===== config.mk =====
export PLATFORM = sky130hd
export DESIGN_NAME = exe_hazard_ctrl_flat
export DESIGN_NICKNAME = d
export VERILOG_FILES = /design/src/rtl/exe_hazard_ctrl_pkg.sv /design/src/rtl/exe_hazard_ctrl_if.sv /design/src/rtl/exe_hazard_ctrl_mc_sequencer.sv /design/src/rtl/exe_hazard_ctrl.sv /design/src/flat_wrapper.sv
export SDC_FILE = /design/constraint.sdc
export NUM_CORES = 1
export LEC_CHECK = 0
export BUFFER_PORTS_ARGS = -buffer_cell sky130_fd_sc_hd__buf_2
export CAP_MARGIN = 20
export CORE_MARGIN = 10
export CORE_UTILIZATION = 47
export CTS_CLUSTER_DIAMETER = 60
export DETAILED_ROUTE_END_ITERATION = 8
export PLACE_DENSITY_LB_ADDON = 0.05
export SLEW_MARGIN = 20
export SYNTH_ARGS = -nofsm -noshare
export SYNTH_HDL_FRONTEND = slang
export SYNTH_SLANG_ARGS = --single-unit

===== constraint.sdc =====
create_clock -name clk -period 3.3 [get_ports clk]
set_input_delay 0.33 -clock clk [delete_from_list [all_inputs] [get_ports clk]]
set_output_delay 0.33 -clock clk [all_outputs]
set_load 0.05 [all_outputs]

===== src/rtl/exe_hazard_ctrl_pkg.sv =====
// Package: exe_ctrl_pkg
// Purpose: shared opcodes and the multi-cycle sequencer state type used by
//          the execute-stage hazard controller and its sub-module.
// Contents:
//   OP_LOAD, OP_LOAD_FP : execute-stage opcodes that produce a load-use hazard
//   mc_state_t          : IDLE / BUSY / DONE states of the multi-cycle unit
package exe_ctrl_pkg;

    localparam logic [6:0] OP_LOAD    = 7'b0000011;
    localparam logic [6:0] OP_LOAD_FP = 7'b0000111;

    typedef enum logic [1:0] {
        MC_IDLE = 2'd0,
        MC_BUSY = 2'd1,
        MC_DONE = 2'd2
    } mc_state_t;

endpackage : exe_ctrl_pkg


===== src/rtl/exe_hazard_ctrl_if.sv =====
// Interface: exe_hazard_ctrl_if
// Purpose: bundles the decode/execute hazard inputs and the pipeline
//          stall/flush/multi-cycle controls exchanged between the pipeline
//          datapath and the hazard controller.
// Modports:
//   master : pipeline side, drives decode/execute info, receives controls
//   slave  : hazard controller side, receives info, drives controls
interface exe_hazard_ctrl_if;

    logic [4:0] D_rs1;
    logic [4:0] D_rs2;
    logic [4:0] D_rs1_f;
    logic [4:0] D_rs2_f;
    logic       D_use_rs1;
    logic       D_use_rs2;
    logic       D_use_rs1_f;
    logic       D_use_rs2_f;
    logic [6:0] E_op;
    logic [4:0] E_rd;
    logic [4:0] E_rd_f;
    logic       E_mc_valid;
    logic       next_pc_sel;

    logic       stall_F;
    logic       stall_D;
    logic       stall_E;
    logic       flush_D;
    logic       flush_E;
    logic       mc_start;
    logic       mc_done;
    logic       mc_busy;

    modport master (
        output D_rs1, D_rs2, D_rs1_f, D_rs2_f,
        output D_use_rs1, D_use_rs2, D_use_rs1_f, D_use_rs2_f,
        output E_op, E_rd, E_rd_f, E_mc_valid, next_pc_sel,
        input  stall_F, stall_D, stall_E, flush_D, flush_E,
        input  mc_start, mc_done, mc_busy
    );

    modport slave (
        input  D_rs1, D_rs2, D_rs1_f, D_rs2_f,
        input  D_use_rs1, D_use_rs2, D_use_rs1_f, D_use_rs2_f,
        input  E_op, E_rd, E_rd_f, E_mc_valid, next_pc_sel,
        output stall_F, stall_D, stall_E, flush_D, flush_E,
        output mc_start, mc_done, mc_busy
    );

endinterface : exe_hazard_ctrl_if


===== src/rtl/exe_hazard_ctrl_mc_sequencer.sv =====
// Module: mc_sequencer
// Purpose: IDLE/BUSY/DONE sequencer for the shared multi-cycle unit.
//          A request seen in IDLE issues a one-cycle start (combinational on
//          the request) and loads a countdown; BUSY lasts MC_LATENCY-1
//          cycles, then DONE pulses for one cycle and the FSM returns to IDLE.
// Ports:
//   clk, rst   : clock, asynchronous active-low reset
//   start_req  : execute instr needs the multi-cycle unit
//   busy       : registered, high while in BUSY
//   start      : launch pulse, high in IDLE while start_req is high
//   done       : registered, one-cycle pulse in DONE
module mc_sequencer
    import exe_ctrl_pkg::*;
#(
    parameter int MC_LATENCY = 8,
    parameter int CNT_W      = 8
) (
    input  logic clk,
    input  logic rst,
    input  logic start_req,
    output logic busy,
    output logic start,
    output logic done
);

    localparam logic [CNT_W-1:0] CNT_LOAD = CNT_W'(MC_LATENCY - 1);
    localparam logic [CNT_W-1:0] CNT_ONE  = CNT_W'(1);

    mc_state_t        state_r;
    logic [CNT_W-1:0] cnt_r;
    logic             busy_r;
    logic             done_r;
    logic             start_s;

    // Launch pulse: only an idle sequencer accepts a new request.
    always_comb begin
        start_s = 1'b0;
        if ((state_r == MC_IDLE) && start_req) begin
            start_s = 1'b1;
        end else begin
            start_s = 1'b0;
        end
    end

    // FSM, countdown and registered busy/done flags.
    always_ff @(posedge clk or negedge rst) begin
        if (!rst) begin
            state_r <= MC_IDLE;
            cnt_r   <= {CNT_W{1'b0}};
            busy_r  <= 1'b0;
            done_r  <= 1'b0;
        end else begin
            case (state_r)
                MC_IDLE: begin
                    done_r <= 1'b0;
                    if (start_req) begin
                        state_r <= MC_BUSY;
                        cnt_r   <= CNT_LOAD;
                        busy_r  <= 1'b1;
                    end else begin
                        busy_r  <= 1'b0;
                    end
                end
                MC_BUSY: begin
                    cnt_r <= cnt_r - CNT_ONE;
                    if (cnt_r == CNT_ONE) begin
                        state_r <= MC_DONE;
                        busy_r  <= 1'b0;
                        done_r  <= 1'b1;
                    end else begin
                        busy_r  <= 1'b1;
                    end
                end
                MC_DONE: begin
                    // A request still present here is the next op; it is
                    // taken from IDLE on the following cycle.
                    state_r <= MC_IDLE;
                    done_r  <= 1'b0;
                    busy_r  <= 1'b0;
                end
                default: begin
                    state_r <= MC_IDLE;
                    cnt_r   <= {CNT_W{1'b0}};
                    busy_r  <= 1'b0;
                    done_r  <= 1'b0;
                end
            endcase
        end
    end

    assign busy  = busy_r;
    assign done  = done_r;
    assign start = start_s;

endmodule : mc_sequencer


===== src/rtl/exe_hazard_ctrl.sv =====
// Module: exe_hazard_ctrl
// Purpose: stall/flush sequencer around the execute stage. Detects int and
//          FP load-use hazards, squashes wrong-path instrs on a taken
//          branch/jump, and freezes F/D/E while the shared multi-cycle unit
//          (DIV/REM/FDIV/FSQRT) works.
// Ports:
//   clk, rst : clock, asynchronous active-low reset
//   hz       : exe_hazard_ctrl_if.slave (decode/execute info in,
//              stall/flush/multi-cycle controls out)
//   stall_cnt, flush_cnt : present only with HAZARD_STATS_EN defined;
//              cycles with stall_D / flush_D high, wrapping at 2**32
// Configuration macro: HAZARD_STATS_EN
module exe_hazard_ctrl
    import exe_ctrl_pkg::*;
#(
    parameter int MC_LATENCY = 8,
    parameter int CNT_W      = 8
) (
    input  logic               clk,
    input  logic               rst,
    exe_hazard_ctrl_if.slave   hz
`ifdef HAZARD_STATS_EN
    ,
    output logic [31:0]        stall_cnt,
    output logic [31:0]        flush_cnt
`endif
);

    logic int_lu_s;
    logic fp_lu_s;
    logic seq_idle_s;
    logic load_use_s;
    logic jump_s;
    logic start_req_s;
    logic mc_busy_s;
    logic mc_start_s;
    logic mc_done_s;
    logic freeze_s;

    logic stall_f_s;
    logic stall_d_s;
    logic stall_e_s;
    logic flush_d_s;
    logic flush_e_s;
    logic mc_start_o_s;
    logic mc_done_o_s;
    logic mc_busy_o_s;

    // Load-use detection; x0 never carries a dependency, f0 does.
    always_comb begin
        int_lu_s = (hz.E_op == OP_LOAD) && (hz.E_rd != 5'd0) &&
                   (((hz.E_rd == hz.D_rs1) && hz.D_use_rs1) ||
                    ((hz.E_rd == hz.D_rs2) && hz.D_use_rs2));
        fp_lu_s  = (hz.E_op == OP_LOAD_FP) &&
                   (((hz.E_rd_f == hz.D_rs1_f) && hz.D_use_rs1_f) ||
                    ((hz.E_rd_f == hz.D_rs2_f) && hz.D_use_rs2_f));
    end

    // A branch resolving in the same cycle wins over a multi-cycle issue.
    assign start_req_s = hz.E_mc_valid && !hz.next_pc_sel;

    mc_sequencer #(
        .MC_LATENCY (MC_LATENCY),
        .CNT_W      (CNT_W)
    ) u_mc_seq (
        .clk       (clk),
        .rst       (rst),
        .start_req (start_req_s),
        .busy      (mc_busy_s),
        .start     (mc_start_s),
        .done      (mc_done_s)
    );

    // While BUSY or DONE the pipeline is frozen/advancing the mc instr, so
    // hazard and branch inputs are not acted on.
    always_comb begin
        seq_idle_s = !mc_busy_s && !mc_done_s;
        load_use_s = (int_lu_s || fp_lu_s) && seq_idle_s;
        jump_s     = hz.next_pc_sel && seq_idle_s;
        freeze_s   = mc_start_s || mc_busy_s;
    end

    // Output priority: freeze > jump > load-use; everything low in reset.
    always_comb begin
        stall_f_s    = 1'b0;
        stall_d_s    = 1'b0;
        stall_e_s    = 1'b0;
        flush_d_s    = 1'b0;
        flush_e_s    = 1'b0;
        mc_start_o_s = 1'b0;
        mc_done_o_s  = 1'b0;
        mc_busy_o_s  = 1'b0;
        if (!rst) begin
            stall_f_s    = 1'b0;
        end else begin
            stall_f_s    = freeze_s || (load_use_s && !jump_s);
            stall_d_s    = freeze_s || (load_use_s && !jump_s);
            stall_e_s    = freeze_s;
            flush_d_s    = jump_s && !freeze_s;
            flush_e_s    = (jump_s || load_use_s) && !freeze_s;
            mc_start_o_s = mc_start_s;
            mc_done_o_s  = mc_done_s;
            mc_busy_o_s  = mc_busy_s;
        end
    end

    assign hz.stall_F  = stall_f_s;
    assign hz.stall_D  = stall_d_s;
    assign hz.stall_E  = stall_e_s;
    assign hz.flush_D  = flush_d_s;
    assign hz.flush_E  = flush_e_s;
    assign hz.mc_start = mc_start_o_s;
    assign hz.mc_done  = mc_done_o_s;
    assign hz.mc_busy  = mc_busy_o_s;

`ifdef HAZARD_STATS_EN
    logic [31:0] stall_cnt_r;
    logic [31:0] flush_cnt_r;

    // Free-running stall/flush event counters, wrapping naturally.
    always_ff @(posedge clk or negedge rst) begin
        if (!rst) begin
            stall_cnt_r <= 32'd0;
            flush_cnt_r <= 32'd0;
        end else begin
            if (stall_d_s) begin
                stall_cnt_r <= stall_cnt_r + 32'd1;
            end else begin
                stall_cnt_r <= stall_cnt_r;
            end
            if (flush_d_s) begin
                flush_cnt_r <= flush_cnt_r + 32'd1;
            end else begin
                flush_cnt_r <= flush_cnt_r;
            end
        end
    end

    assign stall_cnt = stall_cnt_r;
    assign flush_cnt = flush_cnt_r;
`endif

endmodule : exe_hazard_ctrl


===== src/flat_wrapper.sv =====
// flat-port wrapper written by rule: the top's interface ports become plain ports
module exe_hazard_ctrl_flat import exe_ctrl_pkg::*;
#(
    parameter int MC_LATENCY = 8,
    parameter int CNT_W      = 8
)
  (clk, rst, hz_D_rs1, hz_D_rs2, hz_D_rs1_f, hz_D_rs2_f, hz_D_use_rs1, hz_D_use_rs2, hz_D_use_rs1_f, hz_D_use_rs2_f, hz_E_op, hz_E_rd, hz_E_rd_f, hz_E_mc_valid, hz_next_pc_sel, hz_stall_F, hz_stall_D, hz_stall_E, hz_flush_D, hz_flush_E, hz_mc_start, hz_mc_done, hz_mc_busy);
  exe_hazard_ctrl_if hz_i ();
  input  logic clk;
  input  logic rst;
  input wire logic [$bits(hz_i.D_rs1)-1:0] hz_D_rs1;
  input wire logic [$bits(hz_i.D_rs2)-1:0] hz_D_rs2;
  input wire logic [$bits(hz_i.D_rs1_f)-1:0] hz_D_rs1_f;
  input wire logic [$bits(hz_i.D_rs2_f)-1:0] hz_D_rs2_f;
  input wire logic [$bits(hz_i.D_use_rs1)-1:0] hz_D_use_rs1;
  input wire logic [$bits(hz_i.D_use_rs2)-1:0] hz_D_use_rs2;
  input wire logic [$bits(hz_i.D_use_rs1_f)-1:0] hz_D_use_rs1_f;
  input wire logic [$bits(hz_i.D_use_rs2_f)-1:0] hz_D_use_rs2_f;
  input wire logic [$bits(hz_i.E_op)-1:0] hz_E_op;
  input wire logic [$bits(hz_i.E_rd)-1:0] hz_E_rd;
  input wire logic [$bits(hz_i.E_rd_f)-1:0] hz_E_rd_f;
  input wire logic [$bits(hz_i.E_mc_valid)-1:0] hz_E_mc_valid;
  input wire logic [$bits(hz_i.next_pc_sel)-1:0] hz_next_pc_sel;
  output wire logic [$bits(hz_i.stall_F)-1:0] hz_stall_F;
  output wire logic [$bits(hz_i.stall_D)-1:0] hz_stall_D;
  output wire logic [$bits(hz_i.stall_E)-1:0] hz_stall_E;
  output wire logic [$bits(hz_i.flush_D)-1:0] hz_flush_D;
  output wire logic [$bits(hz_i.flush_E)-1:0] hz_flush_E;
  output wire logic [$bits(hz_i.mc_start)-1:0] hz_mc_start;
  output wire logic [$bits(hz_i.mc_done)-1:0] hz_mc_done;
  output wire logic [$bits(hz_i.mc_busy)-1:0] hz_mc_busy;
  assign hz_i.D_rs1 = hz_D_rs1;
  assign hz_i.D_rs2 = hz_D_rs2;
  assign hz_i.D_rs1_f = hz_D_rs1_f;
  assign hz_i.D_rs2_f = hz_D_rs2_f;
  assign hz_i.D_use_rs1 = hz_D_use_rs1;
  assign hz_i.D_use_rs2 = hz_D_use_rs2;
  assign hz_i.D_use_rs1_f = hz_D_use_rs1_f;
  assign hz_i.D_use_rs2_f = hz_D_use_rs2_f;
  assign hz_i.E_op = hz_E_op;
  assign hz_i.E_rd = hz_E_rd;
  assign hz_i.E_rd_f = hz_E_rd_f;
  assign hz_i.E_mc_valid = hz_E_mc_valid;
  assign hz_i.next_pc_sel = hz_next_pc_sel;
  assign hz_stall_F = hz_i.stall_F;
  assign hz_stall_D = hz_i.stall_D;
  assign hz_stall_E = hz_i.stall_E;
  assign hz_flush_D = hz_i.flush_D;
  assign hz_flush_E = hz_i.flush_E;
  assign hz_mc_start = hz_i.mc_start;
  assign hz_mc_done = hz_i.mc_done;
  assign hz_mc_busy = hz_i.mc_busy;
  exe_hazard_ctrl #(.MC_LATENCY(MC_LATENCY), .CNT_W(CNT_W)) u_core (.clk(clk), .rst(rst), .hz(hz_i));
endmodule

After elaboration in Yosys (flattened, before gate mapping)
Cells that the tools add are included.
Widths: inputs -> output; s select.
{"block": "totals", "register_bits": 12, "output_inout_bits": 8, "word_cells": 65}
{"block": "classes", "n_eq_ne": 11, "bitwise": 1, "add_sub_neg": 1, "n_reduce_logical": 30, "muxes": 18}
{"operator": "$pmux 8 s3", "count": 1}
{"operator": "$eq 5x5->1", "count": 4}
{"operator": "$logic_and 1x1->1", "count": 15}
{"operator": "$mux 1", "count": 12}
{"operator": "$eq 8x1->1 const B", "count": 1}
{"operator": "$mux 8", "count": 1}
{"operator": "$sub 8x1->8 const B", "count": 1}
{"operator": "$eq 7x2->1 const B", "count": 1}
{"operator": "$eq 7x3->1 const B", "count": 1}
{"operator": "$logic_or 1x1->1", "count": 6}
{"operator": "$logic_not 1->1", "count": 5}
{"operator": "$reduce_bool 5->1", "count": 1}
{"operator": "$mux 2", "count": 2}
{"operator": "$ne 2x2->1 const B", "count": 2}
{"operator": "$pmux 2 s2", "count": 1}
{"operator": "$reduce_and 2->1", "count": 2}
{"operator": "$eq 2x1->1 const B", "count": 1}
{"operator": "$eq 2x2->1 const B", "count": 1}
{"operator": "$logic_not 2->1", "count": 1}
{"operator": "$pmux 1 s2", "count": 1}
{"operator": "$not 1->1", "count": 1}

Logic depth before layout (Yosys ltp)
Gate-level depths: netlist (run 1).
{"block": "logic_depth", "word_depth": 9, "mapped_depth": 6}

Cells and area by module
Synthesis (run 1) repeated with hierarchy kept, for this count alone.
{"block": "unflattened", "hier_cells": 112, "hier_area_um2": 972.2}
{"mod": "mc_sequencer", "seq_area_each_um2": 300.3, "area_each_um2": 623.1, "n_inst": 1, "cells_each": 62}
{"mod": "exe_hazard_ctrl", "seq_area_each_um2": 0.0, "area_each_um2": 349.1, "n_inst": 1, "cells_each": 50}

Worst setup path before layout (run 1)
OpenSTA, ideal clock, no wires.
{"block": "synth_path", "kind": "register -> output", "startpoint": "register u_core.u_mc_seq.done_r (netlist: u_core.u_mc_seq.done)", "endpoint": "output hz_flush_E", "path_buffers": 0, "arrival_ps": 2612, "setup_slack_ps": 358, "path_stages_with_launch": 3, "path_cell_list": "dfrtp_1 -> nor4bb_1 -> o21bai_1"}
{"block": "synth_via", "elab_chain_cells": 6, "word_cells_on_any_way": 7}
{"item": "start, declared", "line_no": "exe_hazard_ctrl_mc_sequencer.sv:32", "source": "logic done_r;"}
{"item": "start signal, assigned", "line_no": "exe_hazard_ctrl_mc_sequencer.sv:51", "source": "done_r <= 1'b0;"}
{"item": "start signal, assigned", "line_no": "exe_hazard_ctrl_mc_sequencer.sv:55", "source": "done_r <= 1'b0;"}
{"item": "start signal, assigned", "line_no": "exe_hazard_ctrl_mc_sequencer.sv:69", "source": "done_r <= 1'b1;"}
{"item": "$logic_not 1->1 *", "line_no": "exe_hazard_ctrl.sv:77", "source": "seq_idle_s = !mc_busy_s && !mc_done_s;"}
{"item": "$logic_and 1x1->1 *", "line_no": "exe_hazard_ctrl.sv:77"}
{"item": "$logic_and 1x1->1 (on tied branches)", "line_no": "exe_hazard_ctrl.sv:79, exe_hazard_ctrl.sv:78"}
{"item": "$logic_or 1x1->1 *", "line_no": "exe_hazard_ctrl.sv:100", "source": "flush_e_s = (jump_s || load_use_s) && !freeze_s;"}
{"item": "$logic_and 1x1->1 *", "line_no": "exe_hazard_ctrl.sv:100"}
{"item": "$mux 1 *", "line_no": "exe_hazard_ctrl.sv:93", "source": "if (!rst) begin"}
{"item": "end, declared", "line_no": "flat_wrapper.sv:28", "source": "output wire logic [$bits(hz_i.flush_E)-1:0] hz_flush_E;"}
Every way passes the cells marked *; elsewhere a longest branch is shown, timed or not.

Worst setup path after layout (run 1)
{"block": "layout_path", "startpoint": "input hz_E_op[3]", "endpoint": "output hz_stall_D"}
{"block": "layout_via", "elab_chain_cells": 8, "word_cells_on_any_way": 10}
{"item": "start, declared", "line_no": "flat_wrapper.sv:19", "source": "input wire logic [$bits(hz_i.E_op)-1:0] hz_E_op;"}
{"item": "$eq 7x2->1", "line_no": "exe_hazard_ctrl.sv:51", "source": "int_lu_s = (hz.E_op == OP_LOAD) && (hz.E_rd != 5'd0) &&"}
{"item": "$logic_and 1x1->1 (2 in a row)", "line_no": "exe_hazard_ctrl.sv:51"}
{"item": "$logic_or 1x1->1 *", "line_no": "exe_hazard_ctrl.sv:78", "source": "load_use_s = (int_lu_s || fp_lu_s) && seq_idle_s;"}
{"item": "$logic_and 1x1->1 *", "line_no": "exe_hazard_ctrl.sv:78"}
{"item": "$logic_and 1x1->1 *", "line_no": "exe_hazard_ctrl.sv:97", "source": "stall_d_s = freeze_s || (load_use_s && !jump_s);"}
{"item": "$logic_or 1x1->1 *", "line_no": "exe_hazard_ctrl.sv:97"}
{"item": "$mux 1 *", "line_no": "exe_hazard_ctrl.sv:93"}
{"item": "end, declared", "line_no": "flat_wrapper.sv:25", "source": "output wire logic [$bits(hz_i.stall_D)-1:0] hz_stall_D;"}
Marks and branches as above.

==> flow_metrics.env, run 1 <==
export IMPL_routabilityCongestion=0.8054
export IMPL_grt_max_degree=19
export IMPL_cp_start_kind="input port"
export IMPL_final_common_cell="buf_2"
export IMPL_clock_fmax_ghz=0.4256
export IMPL_drtPass1Iterations=4
export IMPL_dieArea_um2=4191
export IMPL_grt_met3_usage_pct=4.467
export IMPL_post_cts_setup_buffer_count=0
export IMPL_timing_final_crit_share_pct=71.20
export IMPL_antenna_found_initial=0
export IMPL_clockRootBuffer="clkbuf_4"
export IMPL_fin_ws_ns=0.9505
export IMPL_nNetsFinal=210
export IMPL_use_met2_pct=22.41
export IMPL_rows=16
export IMPL_numCtsBuffers=3
export IMPL_status="complete, no violations"
export IMPL_maxSlewHeadroom_pct=73.61
export IMPL_synth_top_cells_by_area="dfrtp_1 (32%), xnor2_1 (20%), o21ai_0 (4.8%), nand2_1 (3.6%), nor2_1 (3.2%)"
export IMPL_synth_top_family_by_area="simple AND/OR/NAND/NOR gates"
export IMPL_synthesis_area_um2=940.9
export IMPL_vdd_drop_max_mv=0.2437
export IMPL_met1_usage_pct=13.01
export IMPL_top_usage_layer="met2"
export IMPL_layout_area_seq_um2=300.3
export IMPL_yosys_area_share_xor_xnor_pct=20.48
export IMPL_die_y_um=64.74
export IMPL_core_region_area_um2=1942
export IMPL_hold_violations=0
export IMPL_insertion_delay_ns=0.27
export IMPL_synth_distinct_cells=33
export IMPL_cts_resized=0
export IMPL_ys_seq_area_share_pct=31.91
export IMPL_r2r_slack_ns=1.87
export IMPL_h_tree_depth=1
export IMPL_place_ws_ns=0.9495
export IMPL_rsz0062_at_grt="no"
export IMPL_period_needed_ns=2.350
export IMPL_final_cell_mix="buf_2 (52), xnor2_1 (21), dfrtp_1 (12), nand2_1 (9), o21ai_0 (9)"
export IMPL_path_cells="buf_2 -> or4_4 -> nor4_4 -> nor3b_1 -> a32oi_1 -> o21bai_1 -> buf_2"
export IMPL_worstPathArrival_ns=2.02
export IMPL_drtIter0Drc=50
export IMPL_cts_tree="yes"
export IMPL_cts_clk_slew_worst_paths_ns=0.08
export IMPL_nFillCells=173
export IMPL_antenna_cells=0
export IMPL_criticalPathCategory="in -> out"
export IMPL_multi_input_area_um2=614.3
export IMPL_grt_pass1_wl_um=4360
export IMPL_drv_cap=0
export IMPL_drc=0
export IMPL_initial_core_util_pct=48.45
export IMPL_min_path_type="in -> async"
export IMPL_track_usage_pct=12.29
export IMPL_cpMostUsedCell="buf_2"
export IMPL_drv_slew=0
export IMPL_muxShareOfSynthArea_pct=0
export IMPL_portBuffers=52
export IMPL_area_growth_pct=34.97
export IMPL_power_density_nw_per_um2=272.4
export IMPL_fp_dieW_um=64.74
export IMPL_cts_buffer_depth=2
export IMPL_tns_ns=0
export IMPL_syn_num_nets=154
export IMPL_cp_end_kind="primary output"
export IMPL_cp_required_ns=2.97
export IMPL_yosysTopAreaCell="dfrtp_1"
export IMPL_wire_per_inst_um=13.87
export IMPL_hpwl_um=2248
export IMPL_pin_count=53
export IMPL_synth_compound_area_share_pct=13.83
export IMPL_avgSynthCellArea_um2=8.793
export IMPL_synth_adder_area_share_pct=2.660
export IMPL_clock_skew_ns=0.004042
export IMPL_ant_nets=0
export IMPL_leakage_uw=0.0005876
export IMPL_critPathMaxFanout=2
export IMPL_critPathMaxStageDelay_ns=0.53
export IMPL_clock_sinks=12
export IMPL_via_per_inst=5.063
export IMPL_worst_path_max_delay_cell="or4_4"
export IMPL_synth_top_area_share_pct=31.91
export IMPL_wl_um=2621
export IMPL_synthCells=107
export IMPL_num_vias=957
export IMPL_grt_pass1_vias=986
export IMPL_worstMarginPinSlew_ns=0.3958
export IMPL_post_route_cells_drive_above_1_share_pct=37.65
export IMPL_final_util_pct=65.40
export IMPL_synth_simple_area_share_pct=28.32
export IMPL_yosysWarnings=0
export IMPL_ys_seq_elements=12
export IMPL_setup_viol=0
export IMPL_gr_total_overflow=0
==> repair_timing <==
| item | in CTS | in global routing |
|---|---|---|
| hold buffers | 1 | 0 |
| hold endpoints to repair | 12 | 0 |
| endpoints found under the setup margin | 0 | 0 |
==> worst max-delay path: cells and delay by family <==
family,cells,cell delay (ns)
buffers and inverters,2,0.38
AOI/OAI and AO/OA,2,0.29
and+or+nand+nor,3,1.00
==> stage by stage <==
stage / cells / power [µW] / area, µm² / hold slack (ns)
2_1_floorplan: 107 / 190.5 / 940.9 / 0.03441
3_3_place_gp: 184 / 228.6 / 1224 / 0.2435
3_5_place_dp: 184 / 230.8 / 1224 / 0.2493
4_1_cts: 189 / 347.0 / 1270 / 0.4712
5_1_grt: 189 / 360.6 / 1270 / 0.4987
6_report: 189 / 346.0 / 1270 / 0.4761
==> cells by family after synthesis <==
family,count (synthesis)
and+or+nand+nor,44
xor gates and xnor gates,22
AOI/OAI and AO/OA,21
DFF,12
buffers and inverters,6
adders and majority gates,2
==> synth_stat cells <==
cell type   n
o41ai_1     1
nor4_4      1
xnor2_1    21
nor3_1      2
ha_1        2
or4_4       1
nor4bb_1    1
nand2b_1    4
clkbuf_1    1
and3_2      1
or2_2       1
dfrtp_1    12
nor2_1      8
o21bai_1    2
nand3b_1    2
a32oi_1     1
o31ai_1     1
or4_1       1
o22ai_1     2
nor2b_1     3
buf_4       1
a21oi_1     3
and4b_1     1
o221ai_1    2
o21ai_0     9
nor3b_1     1
nand4_1     4
and2_1      2
xor2_1      1
nand2_1     9
and3_1      1
inv_1       4
or2b_2      1
==> sequential cells by signal, summed over array words and instances, names as in the netlist <==
name / count
u_core.u_mc_seq.busy: 1
u_core.u_mc_seq.cnt_r: 8
u_core.u_mc_seq.state_r: 2
u_core.u_mc_seq.done: 1
==> path summary, 6_finish.rpt <==
kind / from / end / cells after the start
setup reg to reg: u_core.u_mc_seq.cnt_r[2] / u_core.u_mc_seq.cnt_r[7] / 5
max in group asynchronous: rst / u_core.u_mc_seq.cnt_r[1] / 2
hold / removal: rst / u_core.u_mc_seq.cnt_r[5] / 2
hold reg to reg: u_core.u_mc_seq.cnt_r[7] / u_core.u_mc_seq.cnt_r[7] / 1
min in group clk: u_core.u_mc_seq.cnt_r[7] / u_core.u_mc_seq.cnt_r[7] / 1
setup / recovery: hz_E_op[3] / hz_stall_D / 7
==> final cells by class <==
type	count	share of cell area, %
Tap cell	27	2.660
Timing Repair Buffer	53	21.28
Multi-Input combinational cell	89	48.37
Inverter	4	1.182
Sequential cell	12	23.65
Clock buffer	4	2.857
==> routing by layer <==
| layer | up-vias | part of all wire, % |
|---|---|---|
| li1 | 487 | - |
| met1 | 437 | 41 |
| met2 | 31 | 49 |
| met3 | 2 | 9.6 |
| met4 | 0 | 0.50 |
| met5 | - | 0 |
==> power breakdown <==
group          internal [µW]  switching [µW]  leakage [µW]
Combinational           42.1            39.4      0.000434
Clock                   67.0            50.6     0.0000210
Sequential               147               0      0.000132
Note: power is estimated with default switching activity, not from simulation.
==> run 2: changes to the inputs <==
--- a/config.mk
+++ b/config.mk
@@ -8,7 +8,7 @@
 export BUFFER_PORTS_ARGS = -buffer_cell sky130_fd_sc_hd__buf_2
 export CAP_MARGIN = 20
 export CORE_MARGIN = 10
-export CORE_UTILIZATION = 47
+export CORE_UTILIZATION = 39
 export CTS_CLUSTER_DIAMETER = 60
 export DETAILED_ROUTE_END_ITERATION = 8
 export PLACE_DENSITY_LB_ADDON = 0.05
==> constraint.sdc (replaced) <==
create_clock -name clk -period 2 [get_ports clk]
set_input_delay 0.2 -clock clk [delete_from_list [all_inputs] [get_ports clk]]
set_output_delay 0.2 -clock clk [all_outputs]
set_load 0.05 [all_outputs]
==> flow_metrics.env, run 2 (synthesized netlist as in run 1, its figures left out) <==
export IMPL_status="complete, no violations"
export IMPL_place_ws_ns=0.03848
export IMPL_nNetsFinal=210
export IMPL_post_route_cells_drive_above_1_share_pct=41.36
export IMPL_antenna_found_initial=0
export IMPL_tns_ns=0
export IMPL_cp_start_kind="flop"
export IMPL_min_path_type="in -> reg"
export IMPL_routabilityCongestion=0.8477
export IMPL_num_vias=958
export IMPL_worst_path_max_delay_cell="dfrtp_1"
export IMPL_criticalPathCategory="reg -> out"
export IMPL_period_needed_ns=1.917
export IMPL_core_region_area_um2=2255
export IMPL_clockRootBuffer="clkbuf_4"
export IMPL_reg_largest_list="u_core.u_mc_seq.cnt_r: 8 flops, u_core.u_mc_seq.state_r: 2 flops"
export IMPL_largest_register="u_core.u_mc_seq.cnt_r"
export IMPL_clock_skew_ns=0.001969
export IMPL_rsz0062_at_grt="yes"
export IMPL_placed_area_um2=1267
export IMPL_cp_required_ns=1.80
export IMPL_hpwl_um=2289
export IMPL_worstMarginPinSlew_ns=0.5457
export IMPL_setup_viol=0
export IMPL_drv_slew=0
export IMPL_wl_um=2649
export IMPL_worst_r2r_startpoint="u_core.u_mc_seq.cnt_r[2]"
export IMPL_critPathCapture="hz_stall_D"
export IMPL_gr_total_overflow=0
export IMPL_initial_core_util_pct=41.73
export IMPL_timing_final_crit_share_pct=95.84
export IMPL_hold_violations=0
export IMPL_grt_max_degree=13
export IMPL_dieArea_um2=4777
export IMPL_worstPathArrival_ns=1.72
export IMPL_grt_pass1_wl_um=4629
export IMPL_cts_clk_slew_worst_paths_ns=0.07
export IMPL_rows=17
export IMPL_h_tree_depth=1
export IMPL_drv_cap=0
export IMPL_fin_ws_ns=0.08314
export IMPL_postLayoutCellArea_um2=1323
export IMPL_r2r_slack_ns=0.49
export IMPL_pin_count=53
export IMPL_insertion_delay_ns=0.27
export IMPL_die_y_um=69.12
export IMPL_ant_nets=0
export IMPL_cp_end_kind="primary output"
export IMPL_nFillCells=213
export IMPL_clock_fmax_ghz=0.5217
export IMPL_via_per_inst=5.042
export IMPL_drtPass1Iterations=5
export IMPL_portBuffers=52
export IMPL_track_usage_pct=11.10
export IMPL_total_power_uw=572.4
export IMPL_cts_tree="yes"
export IMPL_antenna_cells=0
export IMPL_leakage_uw=0.0006093
export IMPL_critPathLaunch="u_core.u_mc_seq.busy"
export IMPL_r2r_end="u_core.u_mc_seq.cnt_r[7]"
export IMPL_critPathMaxStageDelay_ns=0.45
export IMPL_vdd_drop_max_mv=0.4777
export IMPL_maxSlewHeadroom_pct=63.50
export IMPL_clock_sinks=12
export IMPL_wire_per_inst_um=13.94
export IMPL_grt_pass1_vias=1046
export IMPL_largest_reg_flops=8
export IMPL_area_growth_pct=40.56
export IMPL_final_common_cell="buf_2"
export IMPL_cts_buffer_depth=2
export IMPL_numCtsBuffers=3
export IMPL_drc=0
export IMPL_drtIter0Drc=29
export IMPL_path_cells="nor4_4 -> nor3b_2 -> a32oi_2 -> o21bai_4 -> buf_4"
export IMPL_power_density_nw_per_um2=432.8
export IMPL_hold_ws_ns=0.3658
export IMPL_critPathMaxFanout=4
export IMPL_r2r_cells=5
export IMPL_fp_dieW_um=69.12
export IMPL_final_cell_mix="buf_2 (49), xnor2_1 (21), dfrtp_1 (11), nand2_1 (9), o21ai_0 (9)"
-- run 2: layout make-up --
| type | count | area (µm²) | area share, % |
|---|---|---|---|
| multi-input cells | 89 | 656.9 | 49.67 |
| flip-flops and latches | 12 | 301.5 | 22.80 |
| repair buffers | 53 | 277.8 | 21.00 |
| clock buffers | 4 | 36.28 | 2.744 |
| well taps | 28 | 35.03 | 2.649 |
| inverters | 4 | 15.01 | 1.135 |
-- run 2: repair_timing --
action | in CTS | in global routing
setup endpoints to repair | 1 | 3
hold endpoints to repair | 12 | 0
buffers inserted | 0 | 0
hold buffers | 1 | 0
gates resized for setup | 2 | 3
-- run 2: worst min path at each step --
stage                                          end           from  slack [ns]  depth (start not counted)
after floorplan               u_core.u_mc_seq.busy            rst        -0.1                          0
after global placement    u_core.u_mc_seq.cnt_r[4]            rst        0.13                          1
after detailed placement  u_core.u_mc_seq.cnt_r[0]            rst        0.12                          1
after CTS                 u_core.u_mc_seq.cnt_r[0]  hz_E_mc_valid        0.36                          5
after global routing      u_core.u_mc_seq.cnt_r[0]  hz_E_mc_valid        0.38                          5
final                     u_core.u_mc_seq.cnt_r[0]  hz_E_mc_valid        0.37                          5
-- run 2: where the power goes --
group / leakage, µW / switching [µW] / internal, µW
registers: 0.000131 / 0 / 242
clock network: 0.0000210 / 79.4 / 111
logic: 0.000458 / 66.7 / 73.3
-- run 2: metrics by stage --
stage | utilization (%) | cells
after floorplan | - | 107
final | 58.66 | 190
after CTS | 58.49 | 190
after detailed placement | 56.22 | 185
after global placement | 56.22 | 185
after global routing | 58.66 | 190
-- run 2: layer usage --
| metal | vias up | GRT usage [%] | share of wire, % | routed length (µm) |
|---|---|---|---|---|
| met2 | 30 | 20.36 | 52 | 1380 |
| met3 | 4 | 4.565 | 6.5 | 172 |
| li1 | 485 | - | - | - |
| met1 | 439 | 11.76 | 40 | 1068 |
| met4 | 0 | 1.330 | 1.0 | 27 |
| met5 | - | 0 | 0 | 0 |
-- run 2: worst max-delay path: cells and delay by family, from the launching register on --
kind	cells	cell delay, ns
DFF	1	0.45
AOI/OAI and AO/OA	2	0.24
and+or+nand+nor	2	0.53
buffers and inverters	1	0.21
==> run 3: changes to the inputs <==
--- a/config.mk
+++ b/config.mk
@@ -11,7 +11,9 @@
 export CORE_UTILIZATION = 39
 export CTS_CLUSTER_DIAMETER = 60
 export DETAILED_ROUTE_END_ITERATION = 8
+export MAX_ROUTING_LAYER = met4
 export PLACE_DENSITY_LB_ADDON = 0.05
+export REMOVE_ABC_BUFFERS = 1
 export SLEW_MARGIN = 20
 export SYNTH_ARGS = -nofsm -noshare
 export SYNTH_HDL_FRONTEND = slang
==> flow_metrics.env, run 3 (synthesized netlist as in run 1, its figures left out) <==
export IMPL_grt_pass1_wl_um=4802
export IMPL_drc=0
export IMPL_cts_clk_slew_worst_paths_ns=0.07
export IMPL_total_power_uw=565.6
export IMPL_rows=17
export IMPL_final_cell_mix="buf_2 (50), xnor2_1 (21), dfrtp_1 (12), nand2_1 (9), o21ai_0 (9)"
export IMPL_worstMarginPinSlew_ns=0.5260
export IMPL_hold_ws_ns=0.3771
export IMPL_die_y_um=69.12
export IMPL_h_tree_depth=1
export IMPL_clockRootBuffer="clkbuf_4"
export IMPL_setup_viol=0
export IMPL_vdd_drop_max_mv=0.3076
export IMPL_wire_per_inst_um=14.57
export IMPL_clock_sinks=12
export IMPL_grt_pass1_vias=1034
export IMPL_p_clk_share_pct=33.2
export IMPL_worst_r2r_startpoint="u_core.u_mc_seq.cnt_r[2]"
export IMPL_post_place_cells=185
export IMPL_drv_slew=0
export IMPL_largest_reg_flops=8
export IMPL_worstPathArrival_ns=1.68
export IMPL_leakage_uw=0.0006012
export IMPL_timing_final_crit_share_pct=93.77
export IMPL_numCtsBuffers=3
export IMPL_pwr_share_comb_pct=24.0
export IMPL_routabilityCongestion=0.8265
export IMPL_fp_dieW_um=69.12
export IMPL_area_growth_pct=37.77
export IMPL_clock_skew_ns=0.004673
export IMPL_grt_met3_usage_pct=3.994
export IMPL_cp_required_ns=1.80
export IMPL_instances_no_fill=192
export IMPL_min_path_type="in -> reg"
export IMPL_met1_usage_pct=13.23
export IMPL_post_route_cells_drive_above_1_share_pct=39.02
export IMPL_portBuffers=52
export IMPL_p_int_uw=423.7
export IMPL_nNetsFinal=212
export IMPL_power_share_switching_pct=25.09
export IMPL_clock_fmax_ghz=0.5332
export IMPL_worstHoldStart="hz_E_mc_valid"
export IMPL_cts_tree="yes"
export IMPL_seqPwrFrac_pct=42.9
export IMPL_insertion_delay_ns=0.27
export IMPL_dieArea_um2=4777
export IMPL_final_common_cell="buf_2"
export IMPL_top_usage_layer="met2"
export IMPL_antenna_found_initial=0
export IMPL_via_per_inst=5.021
export IMPL_cp_start_kind="flop"
export IMPL_grt_max_degree=13
export IMPL_core_region_area_um2=2255
export IMPL_initial_core_util_pct=41.73
export IMPL_final_util_pct=57.49
export IMPL_maxSlewHeadroom_pct=64.82
export IMPL_wl_um=2798
export IMPL_drtIter0Drc=36
export IMPL_ant_nets=0
export IMPL_cts_buffer_depth=2
export IMPL_reg_largest_list="u_core.u_mc_seq.cnt_r: 8 flops, u_core.u_mc_seq.state_r: 2 flops"
export IMPL_gr_total_overflow=0
export IMPL_critPathMaxFanout=4
export IMPL_hold_violations=0
export IMPL_drtPass1Iterations=4
export IMPL_period_needed_ns=1.875
export IMPL_drv_cap=0
export IMPL_power_switching_uw=141.9
export IMPL_track_usage_pct=12.03
export IMPL_cp_end_kind="primary output"
export IMPL_hpwl_um=2411
export IMPL_power_density_nw_per_um2=436.3
export IMPL_critPathLaunch="u_core.u_mc_seq.done"
export IMPL_criticalPathCategory="reg -> out"
export IMPL_pin_count=53
export IMPL_rsz0062_at_grt="yes"
export IMPL_largest_register="u_core.u_mc_seq.cnt_r"
export IMPL_use_met2_pct=20.77
export IMPL_num_vias=964
export IMPL_antenna_cells=0
export IMPL_status="complete, no violations"
[run 3: area by class of cell]
| cell class | count | area [µm²] |
|---|---|---|
| fill | 222 | 958.4 |
| clock buffer | 4 | 36.28 |
| multi-input combinational | 89 | 619.3 |
| inverter | 4 | 15.01 |
| sequential | 12 | 300.3 |
| tap | 28 | 35.03 |
| timing repair buffer | 55 | 290.3 |
[run 3: final timing paths]
path,end,slack (ns),cells past startpoint
setup reg to reg,u_core.u_mc_seq.cnt_r[7],0.49,4
hold reg to reg,u_core.u_mc_seq.cnt_r[7],0.48,1
setup / recovery,hz_stall_D,0.12,5
hold / removal,u_core.u_mc_seq.cnt_r[0],0.38,5
max in group asynchronous,u_core.u_mc_seq.cnt_r[0],1.15,2
min in group asynchronous,u_core.u_mc_seq.state_r[1],0.50,2
[run 3: timing repair]
action,in CTS,in global routing
setup endpoints to repair,2,3
endpoints found under the hold margin,12,0
hold buffers,1,0
resized for setup,0,5
setup buffers,0,2
pin swaps,0,2
[run 3: power groups by stage]
| stage | Combinational [µW] | Clock (µW) | Sequential, µW |
|---|---|---|---|
| after floorplan | 65.6 | 0 | 247 |
| after global placement | 130 | 0 | 247 |
| after detailed placement | 134 | 0 | 247 |
| after CTS | 136 | 195 | 242 |
| after global routing | 149 | 214 | 242 |
| final | 135 | 188 | 242 |
[run 3: per-stage QoR]
stage          TNS (ns)  cell area (µm²)  setup WS, ns
3_3_place_gp          0             1225      0.004069
5_1_grt        -0.06216             1296      -0.03226
6_report              0             1296        0.1245
4_1_cts         -0.1045             1271      -0.05256
2_1_floorplan    -2.745            929.6       -0.8631
3_5_place_dp   -0.09857             1225      -0.04960
[run 3: metal layers]
layer  vias to the layer above  wire length, µm
met5                         -                0
met4                         0               27
met3                         4              173
met2                        29             1488
met1                       441             1108
li1                        490                -
[run 3: critical path, cell delays in order (launching register included)]
cell and delay (ns):
dfrtp_1 0.44, nor4_4 0.27, nor3b_2 0.20, a32oi_1 0.09
o21bai_1 0.18, buf_4 0.23
